===== src/rtl/montgomery_precompute_if.sv =====
// montgomery_precompute_if: request/result bundle between the precompute stage and its host.
`ifndef BITS
`define BITS 8
`endif
interface montgomery_precompute_if #(parameter int BITS = `BITS);
  logic start;
  logic [BITS-1:0] base;
  logic [BITS-1:0] N;
  logic busy;
  logic finish;
  logic error;
  logic [BITS-1:0] N_prime;
  logic [BITS-1:0] one_mont;
  logic [BITS-1:0] base_mont;
  modport master (output start, base, N, input busy, finish, error, N_prime, one_mont, base_mont);
  modport slave (input start, base, N, output busy, finish, error, N_prime, one_mont, base_mont);
endinterface


===== src/rtl/montgomery_precompute.sv =====
// montgomery_precompute: N_prime = -N^-1 mod R, R mod N and base*R mod N using shift/add/compare only.
// Input validation and the error flag exist only when MONT_PRECOMP_CHECK_EN is defined.
module montgomery_precompute #(parameter int BITS = `BITS) (
  input logic clk,
  input logic rst,
  montgomery_precompute_if.slave s
);
  localparam int CW = $clog2(BITS);
  localparam logic [CW-1:0] LAST = CW'(BITS - 1);
  typedef enum logic [1:0] {IDLE, CHECK, RUN, DONE} state_t;
  state_t st, nxt;
  logic [BITS-1:0] bq, nq, x, p, x_n, p_n, np, om, bm;
  logic [BITS:0] r1, rb, r1_n, rb_n;
  logic [CW-1:0] cnt;
  logic bad;
  function automatic logic [BITS:0] dbl(input logic [BITS:0] r, input logic [BITS-1:0] n);
    logic [BITS:0] d;
    d = r << 1;
    return (d >= {1'b0, n}) ? d - {1'b0, n} : d;
  endfunction
`ifdef MONT_PRECOMP_CHECK_EN
  logic err;
  assign bad = !nq[0] || nq < BITS'(3) || bq >= nq;
  assign s.error = err;
  always_ff @(posedge clk or negedge rst)
    if (!rst) err <= 1'b0;
    else if (st == IDLE && s.start) err <= 1'b0;
    else if (st == CHECK && bad) err <= 1'b1;
`else
  assign bad = 1'b0;
  assign s.error = 1'b0;
`endif
  assign s.busy = st != IDLE;
  assign s.finish = st == DONE;
  assign s.N_prime = np;
  assign s.one_mont = om;
  assign s.base_mont = bm;
  assign r1_n = dbl(r1, nq);
  assign rb_n = dbl(rb, nq);
  // Hensel lifting: p = N*x mod R is 1 in its low cnt bits, so bit cnt decides x[cnt].
  always_comb begin
    x_n = x;
    p_n = p;
    if (cnt != '0 && p[cnt]) begin
      x_n[cnt] = 1'b1;
      p_n = p + (nq << cnt);
    end
  end
  always_ff @(posedge clk or negedge rst)
    if (!rst) st <= IDLE;
    else st <= nxt;
  always_comb begin
    nxt = st;
    case (st)
      IDLE: nxt = s.start ? CHECK : IDLE;
      CHECK: nxt = bad ? DONE : RUN;
      RUN: nxt = (cnt == LAST) ? DONE : RUN;
      default: nxt = IDLE;
    endcase
  end
  always_ff @(posedge clk or negedge rst)
    if (!rst) begin
      bq <= '0;
      nq <= '0;
      x <= '0;
      p <= '0;
      r1 <= '0;
      rb <= '0;
      cnt <= '0;
      np <= '0;
      om <= '0;
      bm <= '0;
    end else begin
      case (st)
        IDLE: if (s.start) begin
          bq <= s.base;
          nq <= s.N;
        end
        CHECK: if (bad) begin
          np <= '0;
          om <= '0;
          bm <= '0;
        end else begin
          x <= BITS'(1);
          p <= nq;
          r1 <= (BITS + 1)'(1);
          rb <= {1'b0, bq};
          cnt <= '0;
        end
        RUN: begin
          x <= x_n;
          p <= p_n;
          r1 <= r1_n;
          rb <= rb_n;
          cnt <= cnt + 1'b1;
          if (cnt == LAST) begin
            np <= ~x_n + 1'b1;
            om <= r1_n[BITS-1:0];
            bm <= rb_n[BITS-1:0];
          end
        end
        default: ;
      endcase
    end
endmodule


===== src/flat_wrapper.sv =====
// flat-port wrapper written by rule: the top's interface ports become plain ports
module montgomery_precompute_flat 
#(parameter int BITS = `BITS)
  (clk, rst, s_start, s_base, s_N, s_busy, s_finish, s_error, s_N_prime, s_one_mont, s_base_mont);
  montgomery_precompute_if #(.BITS(BITS)) s_i ();
  input logic clk;
  input logic rst;
  input wire logic [$bits(s_i.start)-1:0] s_start;
  input wire logic [$bits(s_i.base)-1:0] s_base;
  input wire logic [$bits(s_i.N)-1:0] s_N;
  output wire logic [$bits(s_i.busy)-1:0] s_busy;
  output wire logic [$bits(s_i.finish)-1:0] s_finish;
  output wire logic [$bits(s_i.error)-1:0] s_error;
  output wire logic [$bits(s_i.N_prime)-1:0] s_N_prime;
  output wire logic [$bits(s_i.one_mont)-1:0] s_one_mont;
  output wire logic [$bits(s_i.base_mont)-1:0] s_base_mont;
  assign s_i.start = s_start;
  assign s_i.base = s_base;
  assign s_i.N = s_N;
  assign s_busy = s_i.busy;
  assign s_finish = s_i.finish;
  assign s_error = s_i.error;
  assign s_N_prime = s_i.N_prime;
  assign s_one_mont = s_i.one_mont;
  assign s_base_mont = s_i.base_mont;
  montgomery_precompute #(.BITS(BITS)) u_core (.clk(clk), .rst(rst), .s(s_i));
endmodule

===== config.mk =====
export PLATFORM = sky130hd
export DESIGN_NAME = montgomery_precompute_flat
export DESIGN_NICKNAME = d
export VERILOG_FILES = /design/src/rtl/montgomery_precompute_if.sv /design/src/rtl/montgomery_precompute.sv /design/src/flat_wrapper.sv
export SDC_FILE = /design/constraint.sdc
export NUM_CORES = 1
export LEC_CHECK = 0
export CORE_MARGIN = 2
export CORE_UTILIZATION = 45
export CTS_CLUSTER_SIZE = 40
export DETAILED_ROUTE_END_ITERATION = 6
export MAX_ROUTING_LAYER = met4
export PLACE_DENSITY = 0.68
export SLEW_MARGIN = 10
export SYNTH_ARGS = -nofsm -noshare
export SYNTH_HDL_FRONTEND = slang
export SYNTH_SLANG_ARGS = --single-unit

===== constraint.sdc =====
create_clock -name clk -period 3.8 [get_ports clk]
set_input_delay 0.38 -clock clk [delete_from_list [all_inputs] [get_ports clk]]
set_output_delay 0.38 -clock clk [all_outputs]
set_load 0.005 [all_outputs]

* Word-level counts from Yosys, hierarchy flattened
Index checks and enable logic that the tools add are counted.
W data, S select, Z words.
** Cells by class
- $add $sub $neg :: 5
- Magnitude comparators :: 4
- Eq/ne operators :: 5
- Shift operators :: 1
- Mux-type cells :: 16
- Bitwise logic cells :: 2
- Reductions and logical operators :: 9
** Operators with widths (count)
- $pmux W8 S2 :: 4
- $mux W8 :: 4
- $ge A9 B8 Y1 :: 2
- $sub A8 B8 Y8 :: 2
- $add A8 B1 Y8 const B :: 1
- $add A8 B8 Y8 :: 1
- $not A8 Y8 :: 1
- $or A8 B8 Y8 :: 1
- $shl A8 B3 Y8 :: 1
- $pmux W2 S3 :: 1
- $pmux W3 S2 :: 1
- $reduce_and A2 Y1 :: 3
- $eq A2 B2 Y1 const B :: 2
- $lt A3 B4 Y1 const B :: 1
- $mux W1 :: 4
- $reduce_bool A2 Y1 :: 2
- $add A3 B1 Y3 const B :: 1
- $bmux W1 S3 :: 1
- $demux W1 S3 :: 1
- $eq A3 B3 Y1 const B :: 1
- $ge A3 B1 Y1 const B :: 1
- $reduce_bool A3 Y1 :: 1
- $eq A2 B1 Y1 const B :: 1
- $logic_and A1 B1 Y1 :: 2
- 2 further kinds :: 2
** Word-level totals
- Bits in registers :: 77
- Output and inout bits :: 27
- Logic and storage cells :: 53

* Logic depth before layout (Yosys ltp)
Gate-level depths: netlist of run 1.
- Depth in word-level cells :: 8
- Depth in mapped cells :: 13
- Gate-level depth less buffers :: 12

* Worst setup path after synthesis of run 1
Ideal clock, no wire load.
- Path kind :: register -> register
- Start point :: register u_core.cnt[0]
- End point :: register u_core.p[7]
- Setup time :: 0.126 ns
- Arrival time :: 2.624 ns
- Required time :: 3.674 ns
- Slack :: 1.050 ns
- Cell stages (with the launch flop) :: 12
- Clock period less this slack :: 2.750 ns
- Path through :: dfrtp_1 -> buf_2 -> buf_1 -> o21ai_0 -> and2_1 -> ha_1 -> nand3_1 -> o211ai_1 -> o41ai_1 -> xnor2_1 -> a21o_1 -> a221o_1
** Between the ends
- Cells in the longest elaborated chain, start to end :: 5
- Elaborated cells between the ends (all ways) :: 10
- Those cells by class :: add/sub: 1; eq/ne: 1; shift: 1; mux: 4; reduce/logical: 3
** RTL lines
- start: declaration :: line montgomery_precompute.sv:14 : logic [CW-1:0] cnt;
- start signal: assignment :: line montgomery_precompute.sv:95 : cnt <= cnt + 1'b1;
- branches (longest 5 deep; another with $add A8 B8 Y8)
- end signal: assignment :: line montgomery_precompute.sv:85 : p <= nq;
- end signal: assignment :: line montgomery_precompute.sv:92 : p <= p_n;
- end: declaration :: line montgomery_precompute.sv:12 : logic [BITS-1:0] bq, nq, x, p, x_n, p_n, np, om, bm;
Several ways; the timed one is not identified. The select of a mux whose other input is x is not followed.
A chain may end at the register's enable or synchronous reset.

* Final worst setup path of run 1
- Start point :: register u_core.cnt[1]
- End point :: register u_core.p[7]
The elaborated chain is that of the path after synthesis.

==> run metrics, run 1 <==
via count=about 3,800; Reg2Reg Launch Point=u_core.cnt[1]$_DFFE_PN0P_; Residual DRC=0; core area=around 10,000 um2; Mean Syn Cell Area=9.66 um2; Setup Slack @ Placement=slightly below 0.7 ns; largest net degree at the start of global routing=78; max-cap viol count=0; final-report setup violation count=0; Yosys warning count=0; final count of pins violating max slew=0; VDD IR max=around 0.00050 V; Post-Synth XOR/XNOR Area=0.0241; mux share of post-synthesis cell area=0.101; Clock Path Buffers=2; Final Cell Area=5500 um2; setup ws final=around 0.64 ns; Synth Flop Type=dfrtp_1; H-tree depth=3; global-route wire length before repair=18,800 um; critical path data required time=slightly above 4 ns; top cell type's share of synthesized area=0.408; layout cells sized above 1=0.103; CP Launch Point=u_core.cnt[1]$_DFFE_PN0P_; row cnt=37; synthesized area=4730 um2; TritonCTS clock tree=done; Detail Placement HPWL=about 8300 um; routed wire length=11,200 um; clk_skew=0.00903 ns; Worst slew margin=0.374; r2r setup slk=0.64 ns; Initial Util=0.460; wire length per cell=approximately 17 um; die width=106 um; PostCTS Resize Cnt=0; vias in the first global route=roughly 3,700; RSZ-0062 raised after global routing=false; placed instance area=about 5300 um2; Sink Count=between 70 and 80; #FFs+latches synth=77; die area=11,300 um2; worst skew pair latency=approximately 0.37 ns; ANT nets after route=0; Compound-Gate Fraction of Synth Area=0.183; most used cell, CP=nand3_1; Final GP Congestion=around 0.87; Seq/Total Area, Yosys=0.408; Worst Tran Pin Value=roughly 0.94 ns; CP endpoint kind=register; gr ovfl total=0; # diodes=0; clock-pin transition on the worst setup and hold timing paths=~0.09 ns; Filler cells=~950; Async SR Flop Fraction=1.00; synth top area cells=dfrtp_1 (41%), ha_1 (8.2%), mux2_2 (4.5%); distinct cell type count of the synthesized netlist=55; Max Clock Freq=about 320 MHz; io pins=46; gr usage total=0.218; Area growth, synth to finish=16.4%; PD cells=approximately 940 nW/um2; hold slack=approximately 0.15 ns; Inserted Clock Buffers=9; largest family of logic cells by synthesized area=compound AO/OA/AOI/OAI gates; CP arrival=about 3.4 ns; Leak=~2.4 nW; Port Buffers=44; post-layout utilization of the core=0.535; Yosys top cell by area=dfrtp_1; Hold Path Class=in -> async; cells after synthesis=489; Starting DRT DRC Count=just over 300; Adder-Cell Fraction of Synth Area=0.0948; Period minus WS final=3.16 ns; Root Buffer=clkbuf_8; status=completed; crit-path cells=clkinv_1 > nand3_1 > o21ai_0 > and2_1 > ha_1 > nand3_1 > o211ai_1 > o41ai_1 > xnor2_1 > a21o_1 > a221o_1; Syn Nets=approximately 540; number of antenna violations at the first check in global routing=0; CP max FO=16; Crit-path slowest cell=dfrtp_1; Synth Area in Simple Gates=0.141; drt pass-1 iters=5; post-CTS setup buffers=0; CTS Hold Bufs=0; vias per cell=approximately 5.7; final hold violation count=0; setup TNS=0 ns; slowest stage delay, CP=slightly above 0.7 ns; Worst setup SP type=register; chip height=106 um; Post-synth EDFFs=0; Crit Path Category=reg -> reg; Total Nets Final=583; Final Cycle Share=0.831
[registers in the layout, summed over array words and instances (netlist names), 3 cells and up]
register and cells:
u_core.bq 8, u_core.cnt 3, u_core.nq 8, u_core.p 8, u_core.r1 8, u_core.rb 8
u_core.s.N_prime 8, u_core.s.base_mont 8, u_core.s.one_mont 8, u_core.x 8
[synth_stat cells, types with 5 or more instances]
master,count
mux2i_1,15
o21ai_0,33
inv_1,33
o221ai_1,5
mux4_2,5
o22ai_1,7
nand2_1,45
a31oi_1,14
nor2b_1,10
ha_1,31
clkbuf_1,15
nand2b_1,9
nor3_1,12
nor2_1,24
nand3_1,16
mux2_2,19
a21oi_1,25
o21ai_1,7
xnor2_1,10
dfrtp_1,77
o21a_1,7
[worst paths after layout]
check	end	cells past startpoint
max	u_core.p[7]$_DFFE_PN0P_	11
min	u_core.s.one_mont[6]$_DFFE_PN0P_	1
max reg2reg	u_core.p[7]$_DFFE_PN0P_	11
min reg2reg	u_core.s.N_prime[3]$_DFFE_PN0P_	2
max in group asynchronous	u_core.bq[0]$_DFFE_PN0P_	1
min in group clk	u_core.s.N_prime[3]$_DFFE_PN0P_	2
[area by class of cell]
class / instances / area (um2) / area share
multi-input combinational: 356 / 2570 / 0.468
sequential: 77 / 1930 / 0.350
timing repair buffer: 51 / 490 / 0.0892
tap: 136 / 170 / 0.0309
inverter: 35 / 131 / 0.0239
clock buffer: 9 / 124 / 0.0225
clock inverter: 7 / 82.6 / 0.0150
[through the flow]
stage,power (mW),cells
3_5_place_dp,4.50,655
5_1_grt,5.63,671
3_3_place_gp,4.42,655
2_1_floorplan,3.70,489
4_1_cts,5.17,671
6_report,5.17,671
[critical path: cells and delay by family, from the launching register on]
family	cells	cell delay, ns
fa+ha+maj	1	0.34
xor+xnor	1	0.15
buf+inv	1	0.36
flops	1	0.71
simple gates	3	0.45
compound gates	5	1.03
[kinds of logic (layout without fill, tap and decap cells)]
group	Yosys count	in the layout
simple gates	138	138
xor+xnor	13	13
fa+ha+maj	34	34
flops	77	77
other cells	1	1
compound gates	131	131
mux	39	39
buf+inv	56	102
[where the power goes]
group,internal (mW),leakage (nW),switching [mW],total [mW]
clock network,0.313,0.0984,0.343,0.657
registers,1.08,0.957,0.327,1.40
logic,1.39,1.35,1.72,3.11
[per-layer routing]
layer / vias to the layer above / share of wire / wire [um] / track usage
li1: 1842 / - / - / -
met1: 1841 / 0.47 / 5250 / 0.301
met2: 109 / 0.47 / 5230 / 0.334
met3: 15 / 0.048 / 541 / 0.0307
met4: 0 / 0.016 / 180 / 0.0705
met5: - / 0 / 0 / -
[cells in the final DEF, fill, tap and decap left out, drive strengths merged, types with 14 or more instances in the layout]
cell / Yosys / routed
nand2: 45 / 45
clkdlybuf4s50: 0 / 43
inv: 33 / 36
mux2i: 15 / 15
o21ai: 40 / 40
dfrtp: 77 / 77
mux2: 19 / 19
a21oi: 25 / 25
nand3: 16 / 16
a31oi: 14 / 14
nor2: 24 / 24
ha: 31 / 31
(Power assumes the default switching activity.)
==> inputs of run 2 (changes only) <==
--- a/config.mk
+++ b/config.mk
@@ -10,7 +10,7 @@
 export CTS_CLUSTER_SIZE = 40
 export DETAILED_ROUTE_END_ITERATION = 6
 export MAX_ROUTING_LAYER = met4
-export PLACE_DENSITY = 0.68
+export PLACE_DENSITY = 0.71
 export SLEW_MARGIN = 10
 export SYNTH_ARGS = -nofsm -noshare
 export SYNTH_HDL_FRONTEND = slang
==> constraint.sdc (replaced) <==
create_clock -name clk -period 2.7 [get_ports clk]
set_input_delay 0.27 -clock clk [delete_from_list [all_inputs] [get_ports clk]]
set_output_delay 0.27 -clock clk [all_outputs]
set_load 0.005 [all_outputs]
==> run 2 against run 1 <==
Cell count is 4.9% higher; maximum frequency is 18% higher; setup slack got worse by 0.61 ns; power is 58% higher; via count is 4.3% higher; critical path depth did not move; first-iteration DRC count fell by 12%; die area is the same; largest power group unchanged.
==> run metrics, run 2 (synthesis gave the netlist of run 1 again) <==
die width=between 100 and 150 um; final-report setup violation count=0; Root Buffer=clkbuf_8; Sink Count=between 70 and 80; ANT nets after route=0; Crit Path Category=reg -> reg; total power=8.15 mW; Worst slew margin=0.337; reg2reg end=u_core.p[7]$_DFFE_PN0P_; drt pass-1 iters=5; core area=between 10,000 and 15,000 um2; placed instance area=5490 um2; vias per cell=5.64; Worst setup SP type=register; Setup Slack @ Placement=between 0.002 and 0.003 ns; M1 wire length=around 5600 um; Inserted Clock Buffers=9; via count=around 4,000; die area=11,300 um2; Area growth, synth to finish=25.5%; clock-pin transition on the worst setup and hold timing paths=approximately 0.09 ns; gr usage total=0.228; Leak=approximately 2.6 nW; status=completed; Port Buffers=44; PD cells=~1400 nW/um2; Final GP Congestion=just under 0.9; Detail Placement HPWL=8640 um; final hold violation count=0; # diodes=0; setup ws final=approximately 0.026 ns; slowest stage delay, CP=between 0.4 and 0.5 ns; Top Layer Used=met4; H-tree depth=3; Worst Setup EP=u_core.p[7]$_DFFE_PN0P_; Reg2Reg Launch Point=u_core.cnt[1]$_DFFE_PN0P_; clk_skew=between 0.006 and 0.007 ns; Residual DRC=0; critical path data required time=a little under 3 ns; DR WL met3=a little over 500 um; gr ovfl total=0; io pins=46; Clock Path Buffers=2; row cnt=37; number of antenna violations at the first check in global routing=0; Initial Util=0.460; CP Launch Point=u_core.cnt[1]$_DFFE_PN0P_; CTS Hold Bufs=0; Final Cycle Share=0.990; CP arrival=2.93 ns; Crit-path slowest cell=dfrtp_1; chip height=106 um; Critical Path Stages=11; wire length per cell=between 15 and 20 um; Final Cell Area=5930 um2; most common cell after layout, fill and taps aside=dfrtp_1; worst skew pair latency=~0.37 ns; hold slack=roughly 0.054 ns; routed wire length=11,900 um; largest net degree at the start of global routing=between 70 and 80; Worst Tran Pin Value=a little under 1 ns; CP max FO=5; max-cap viol count=0; TritonCTS clock tree=done; commonest non-fill, non-tap cells in the layout=dfrtp_1 (72), nand2_1 (45), clkdlybuf4s50_1 (43), buf_4 (38), o21ai_0 (32); final count of pins violating max slew=0; VDD IR max=slightly below 0.0007 V; met2 WL=5630 um; Worst Path Buf+Inv=1; Max Clock Freq=374 MHz; layout cells sized above 1=0.201; Total Nets Final=616; Top Family by Delay on Critical Path=compound AO/OA/AOI/OAI gates; vias in the first global route=3,749; Starting DRT DRC Count=269; Reg2Reg Depth=11; crit-path cells=buf_6 > mux2i_4 > and2_4 > nor3_4 > ha_4 > nand3_2 > o211ai_1 > o41ai_2 > xnor2_1 > a21o_1 > a221o_1; Hold Path Class=in -> async; global-route wire length before repair=between 15,000 and 20,000 um; RSZ-0062 raised after global routing=true; Filler cells=913; CP endpoint kind=register; r2r setup slk=0.03 ns; Period minus WS final=2.67 ns
[run 2: cell types whose count changed in the layout (fill, tap and decap cells not counted), moves of 3 or more]
| cell | delta |
|---|---|
| ha_4 | +5 |
| dfrtp_2 | +5 |
| ha_1 | -6 |
| dfrtp_1 | -5 |
| buf_4 | +30 |
| nor3_1 | -3 |
[run 2: timing repair]
action                                  in CTS  in global routing
pin swaps                                    0                 18
gates resized for setup                      1                 38
setup buffers                                0                  8
endpoints found under the setup margin       1                 30
[run 2: metrics by stage]
| step | util | TNS [ns] | cells |
|---|---|---|---|
| after detailed placement | 0.534 | 0 | 680 |
| after global routing | 0.577 | -0.129 | 704 |
| final | 0.577 | 0 | 704 |
| after CTS | 0.554 | 0 | 696 |
| after floorplan | - | 0 | 489 |
| after global placement | 0.534 | 0 | 680 |
[run 2: layout make-up]
class                           count  area (um2)  area share
Clock buffer                       11         131      0.0221
Sequential cell                    77        1930       0.326
Timing Repair Buffer               84         758       0.128
Multi-Input combinational cell    356        2750       0.463
Tap cell                          136         170      0.0287
Inverter                           35         131      0.0221
Clock inverter                      5        60.1      0.0101
[run 2: power breakdown]
part | leakage, nW | internal [mW] | switching [mW]
logic | 1.53 | 2.56 | 2.79
clock network | 0.0939 | 0.432 | 0.461
registers | 0.951 | 1.52 | 0.387
total | 2.57 | 4.52 | 3.64
[run 2: worst min-delay path by stage]
| stage | end | slack [ns] | cells past startpoint |
|---|---|---|---|
| floorplan | u_core.bq[0]$_DFFE_PN0P_ | -0.03 | 0 |
| global placement | u_core.s.base_mont[4]$_DFFE_PN0P_ | 0.46 | 2 |
| detailed placement | u_core.s.base_mont[5]$_DFFE_PN0P_ | 0.47 | 2 |
| CTS | u_core.x[6]$_DFFE_PN0P_ | 0.1 | 1 |
| global route | u_core.s.N_prime[7]$_DFFE_PN0P_ | 0.12 | 1 |
| finish | u_core.x[6]$_DFFE_PN0P_ | 0.05 | 1 |
[run 2: per-layer routing]
layer	vias up	GRT usage
li1	1913	-
met2	101	0.338
met3	14	0.0429
met1	1943	0.321
met5	-	-
met4	0	0.0631
